### config.mk
export PLATFORM = sky130hd
export DESIGN_NAME = ula_sequencer
export DESIGN_NICKNAME = d
export VERILOG_FILES = /design/src/rtl/ula_sequencer.sv
export SDC_FILE = /design/constraint.sdc
export NUM_CORES = 1
export LEC_CHECK = 0
export ABC_CLOCK_PERIOD_IN_PS = 2200
export CAP_MARGIN = 20
export CORE_ASPECT_RATIO = 1.4
export CORE_MARGIN = 1
export CORE_UTILIZATION = 42
export CTS_CLUSTER_SIZE = 40
export DETAILED_ROUTE_END_ITERATION = 8
export PLACE_DENSITY = 0.77
export SLEW_MARGIN = 25
export SYNTH_ARGS = -nofsm -noshare
export SYNTH_HDL_FRONTEND = slang
export SYNTH_SLANG_ARGS = --single-unit
### constraint.sdc
create_clock -name clk -period 2.2 [get_ports clk]
set_clock_uncertainty 0.2 [all_clocks]
set_input_delay 0.33 -clock clk [delete_from_list [all_inputs] [get_ports clk]]
set_output_delay 0.33 -clock clk [all_outputs]
set_load 0.05 [all_outputs]
### src/rtl/ula_sequencer.sv
// Command-side sequencer for the 8-bit ULA: accepts one request, drives the ULA,
// waits LATENCY edges, captures the result and returns it over a valid/ready handshake.
module ula_sequencer #(
   parameter int unsigned LATENCY = 2
) (
   input  logic        clk,
   input  logic        rst_n,
   input  logic        cmd_valid,
   output logic        cmd_ready,
   input  logic [7:0]  cmd_a,
   input  logic [7:0]  cmd_b,
   input  logic [2:0]  cmd_op,
   output logic [7:0]  ula_a,
   output logic [7:0]  ula_b,
   output logic [2:0]  ula_opcode,
   input  logic [7:0]  ula_s,
   input  logic        ula_flag,
   output logic        rsp_valid,
   input  logic        rsp_ready,
   output logic [7:0]  rsp_s,
   output logic        rsp_flag,
   output logic        rsp_zero,
   output logic [2:0]  rsp_op,
   output logic [15:0] op_count
);

   localparam int unsigned DATA_W  = 8;
   localparam int unsigned OP_W    = 3;
   localparam int unsigned CNT_W   = 4;
   localparam int unsigned COUNT_W = 16;

   typedef enum logic [1:0] {
      IDLE = 2'd0,
      WAIT = 2'd1,
      RESP = 2'd2
   } state_t;

   state_t               state, state_next;
   logic [CNT_W-1:0]     cnt, cnt_next;
   logic                 cmd_ready_next, rsp_valid_next;
   logic [DATA_W-1:0]    ula_a_next, ula_b_next, rsp_s_next;
   logic [OP_W-1:0]      ula_opcode_next, rsp_op_next;
   logic                 rsp_flag_next, rsp_zero_next;
   logic [COUNT_W-1:0]   op_count_next;

   // State and registered outputs
   always_ff @(posedge clk) begin
      if (!rst_n) begin
         state      <= IDLE;
         cnt        <= '0;
         cmd_ready  <= 1'b0;
         rsp_valid  <= 1'b0;
         ula_a      <= '0;
         ula_b      <= '0;
         ula_opcode <= '0;
         rsp_s      <= '0;
         rsp_flag   <= 1'b0;
         rsp_zero   <= 1'b0;
         rsp_op     <= '0;
         op_count   <= '0;
      end else begin
         state      <= state_next;
         cnt        <= cnt_next;
         cmd_ready  <= cmd_ready_next;
         rsp_valid  <= rsp_valid_next;
         ula_a      <= ula_a_next;
         ula_b      <= ula_b_next;
         ula_opcode <= ula_opcode_next;
         rsp_s      <= rsp_s_next;
         rsp_flag   <= rsp_flag_next;
         rsp_zero   <= rsp_zero_next;
         rsp_op     <= rsp_op_next;
         op_count   <= op_count_next;
      end
   end

   // Next state and next register values; everything holds unless changed below
   always_comb begin
      state_next      = state;
      cnt_next        = cnt;
      cmd_ready_next  = 1'b0;
      rsp_valid_next  = rsp_valid;
      ula_a_next      = ula_a;
      ula_b_next      = ula_b;
      ula_opcode_next = ula_opcode;
      rsp_s_next      = rsp_s;
      rsp_flag_next   = rsp_flag;
      rsp_zero_next   = rsp_zero;
      rsp_op_next     = rsp_op;
      op_count_next   = op_count;

      case (state)
         IDLE: begin
            if (cmd_valid && cmd_ready) begin
               ula_a_next      = cmd_a;
               ula_b_next      = cmd_b;
               ula_opcode_next = cmd_op;
               rsp_op_next     = cmd_op;
               cnt_next        = CNT_W'(LATENCY);
               state_next      = WAIT;
            end else begin
               cmd_ready_next = 1'b1;
            end
         end
         WAIT: begin
            if (cnt == CNT_W'(1)) begin
               rsp_s_next     = ula_s;
               rsp_flag_next  = ula_flag;
               rsp_zero_next  = (ula_s == DATA_W'(0));
               rsp_valid_next = 1'b1;
               state_next     = RESP;
            end else begin
               cnt_next = cnt - CNT_W'(1);
            end
         end
         RESP: begin
            if (rsp_ready) begin
               op_count_next  = op_count + COUNT_W'(1);
               rsp_valid_next = 1'b0;
               cmd_ready_next = 1'b1;
               state_next     = IDLE;
            end
         end
         default: begin
            state_next = IDLE;
         end
      endcase
   end

endmodule
==> impl_metrics.yaml <==
yosys:
  synth.distinct_cells: 39
  yosysTopAreaCell: "dfxtp_1"
  synthTopCellsByArea: "dfxtp_1 (50%), nand2_1 (12%), a21oi_1 (8.9%)"
  syn_inst: 255
  ys_ff_latch: 53
  async_reset_ff_frac: 0
  synthesis.nets: 290
  ys_top_cells_by_count: "nand2_1 (67), dfxtp_1 (53), a21oi_1 (38), nor2_1 (14)"
  ys_warn_count: 0
  synth.avg_cell_area_um2: 8.400
  synth_area_um2: 2142
  ys_seq_area_frac: 0.4953
  synth_edf_count: 0
  synth_ff_type: "dfxtp_1"
  synth.most_common_cell: "nand2_1"
  netlist.area_leader.share: 0.4953
sta:
  worst_slew_pin_slew_ns: 0.5307
  max_slew_margin: 0.6451
  finalCriticalPeriod_ns: 2.130
  setup_tns_ns: 0
  setup_violations: 0
  finalCritPeriodShare: 0.9683
  clock.fmax_ghz: 0.4694
  finalMaxSlewViolations: 0
  rsz0062_at_grt: "no"
  finalHoldViolCount: 0
route:
  drt-initial-drc-count: 125
  route.detailed.drc: 0
  antenna_left: 0
  drt_wl_total_um: 4760
  firstDrtPassIters: 4
  wl_per_cell_um: 11.93
  num_vias: 2015
  viasPerCell: 5.050
placement:
  io_buffers: 81
  hpwl_um: 3492
  placed_area_um2: 3020
  gp_congestion: 0.7236
  place_inst: 391
final_layout:
  layoutNonFillerInstCount: 399
  drive_gt1_frac: 0.05672
  n_antenna_cell: 0
  design_area_um2: 3104
  final_nets: 369
  area_delta_synth_final_pct: 44.92
setup_path:
  cp_num_buf_inv: 1
  worstPathRequired_ns: 1.67
  cp_max_fo: 5
  crit_path_top_delay_cell: "clkdlybuf4s50_1"
  start_kind: "flop"
  path_cells: "clkdlybuf4s50_1"
  cp_slowest_stage_delay_ns: 0.84
  cp_data_arrival_time_ns: 1.60
  endpoint_kind: "output pin"
  critical_path_class: "reg2out"
  critical-path-top-delay-family: "buffers and inverters"
die:
  die_width_um: 62.36
  die_height_um: 86.50
  ios: 82
  rows: 30
  fp.dieArea_um2: 5394
  core_area_um2: 4880
  start_util: 0.4390
global_routing:
  grt_pass1_wl_um: 8031
  grt_pass1_vias: 1862
  grt-ovfl-total: 0
  antenna_found_initial: 0
  grt_max_degree: 26
  globalRouteTotalUtil: 0.1851
clocking:
  cts_made_buffers: 5
  cts_hold_buf: 0
  post_cts_buffers: 0
  clock-sinks: 53
  cts_tree: "built"
  htree_levels: 2
  clk-insertion-delay-late_ns: 0.31
  clockBufferDepth: 2
  clk_pin_slew_ns: 0.09
  cts_root_buffer: "clkbuf_8"
  post_cts_resized: 0
job:
  max_cap_violations: 0
power:
  finalPower_w: 0.001842
  vdd_drop_max_v: 0.0004158
  power.density_nw_per_um2: 593.4
  power.leakage_nw: 1.051
outcome:
  status: "complete, no violations"
min_path:
  holdCritPathClass: "reg2reg"
-- cell families (layout without fill, tap and decap cells) --
family,Yosys count,in the layout,synth area share
AO/OA/AOI/OAI,46,46,0.1116
XOR/XNOR,11,11,0.04498
adder cells (fa/ha/maj),3,3,0.01753
buffers and inverters,18,98,0.04030
flip-flops,53,53,0.4953
multiplexers,2,2,0.009346
AND/OR/NAND/NOR,122,122,0.2810
-- worst register-to-register path: stages, from the launching register on --
cell and delay (ns):
dfxtp_1 0.36, inv_1 0.07, ha_1 0.18, nor3b_1 0.16, o21ai_0 0.36, or3b_1 0.39
a21oi_1 0.12
-- layer usage --
layer  GRT usage  vias up  share of wire
met2      0.3347       58           0.51
met1      0.2081      933           0.42
li1            -     1019              -
met3     0.05000        5          0.055
met4     0.06765        0          0.012
met5           0        -              0
-- sequential cells by signal (all words and copies together), names as in the netlist --
signal and flops:
rsp_flag 1, rsp_zero 1, rsp_s 8, rsp_valid 1, state 2, op_count 16, ula_b 8, rsp_op 3
cmd_ready 1, cnt 4, ula_a 8
-- worst paths after layout --
check | startpoint | endpoint | slack (ns) | cells after the start
min | ula_a[1] | ula_a[1] | 0.25 | 2
min reg2reg | ula_a[1] | ula_a[1] | 0.25 | 2
max reg2reg | cnt[1] | cnt[3] | 0.31 | 6
max | op_count[0] | op_count[0] | 0.07 | 1
-- placed cells by master (no fill, tap or decap), types with 3 or more instances in the layout --
| cell | n |
|---|---|
| clkdlybuf4s50_1 | 81 |
| nand2_1 | 67 |
| dfxtp_1 | 53 |
| a21oi_1 | 38 |
| nor2_1 | 14 |
| nand3_1 | 9 |
| xor2_1 | 6 |
| o21ai_0 | 5 |
| xnor2_1 | 5 |
| clkbuf_8 | 5 |
| inv_1 | 4 |
| nor4_1 | 4 |
| or4_1 | 3 |
| or3_1 | 3 |
| ha_1 | 3 |
-- through the flow --
stage	setup WS, ns	hold WS, ns	util
floorplan	0.1100	0.2517	-
global placement	0.07436	0.2403	0.6190
detailed placement	0.001594	0.2468	0.6190
CTS	0.04638	0.2580	0.6362
global route	0.01397	0.2740	0.6362
finish	0.06981	0.2537	0.6362
-- power by group --
part / internal (W) / total, W / switching (W)
logic: 0.000131 / 0.000304 / 0.000173
clock network: 0.000226 / 0.000528 / 0.000302
registers: 0.000988 / 0.00101 / 0.0000217
total: 0.00135 / 0.00184 / 0.000497
-- cell type report --
cell class / instances / area (um^2)
fill: 450 / 1775
sequential: 53 / 1061
multi-input combinational: 184 / 994.7
timing repair buffer: 85 / 865.8
tap: 64 / 80.08
clock buffer: 7 / 76.32
inverter: 5 / 18.77
clock inverter: 1 / 7.507
(Power assumes the default switching activity.)
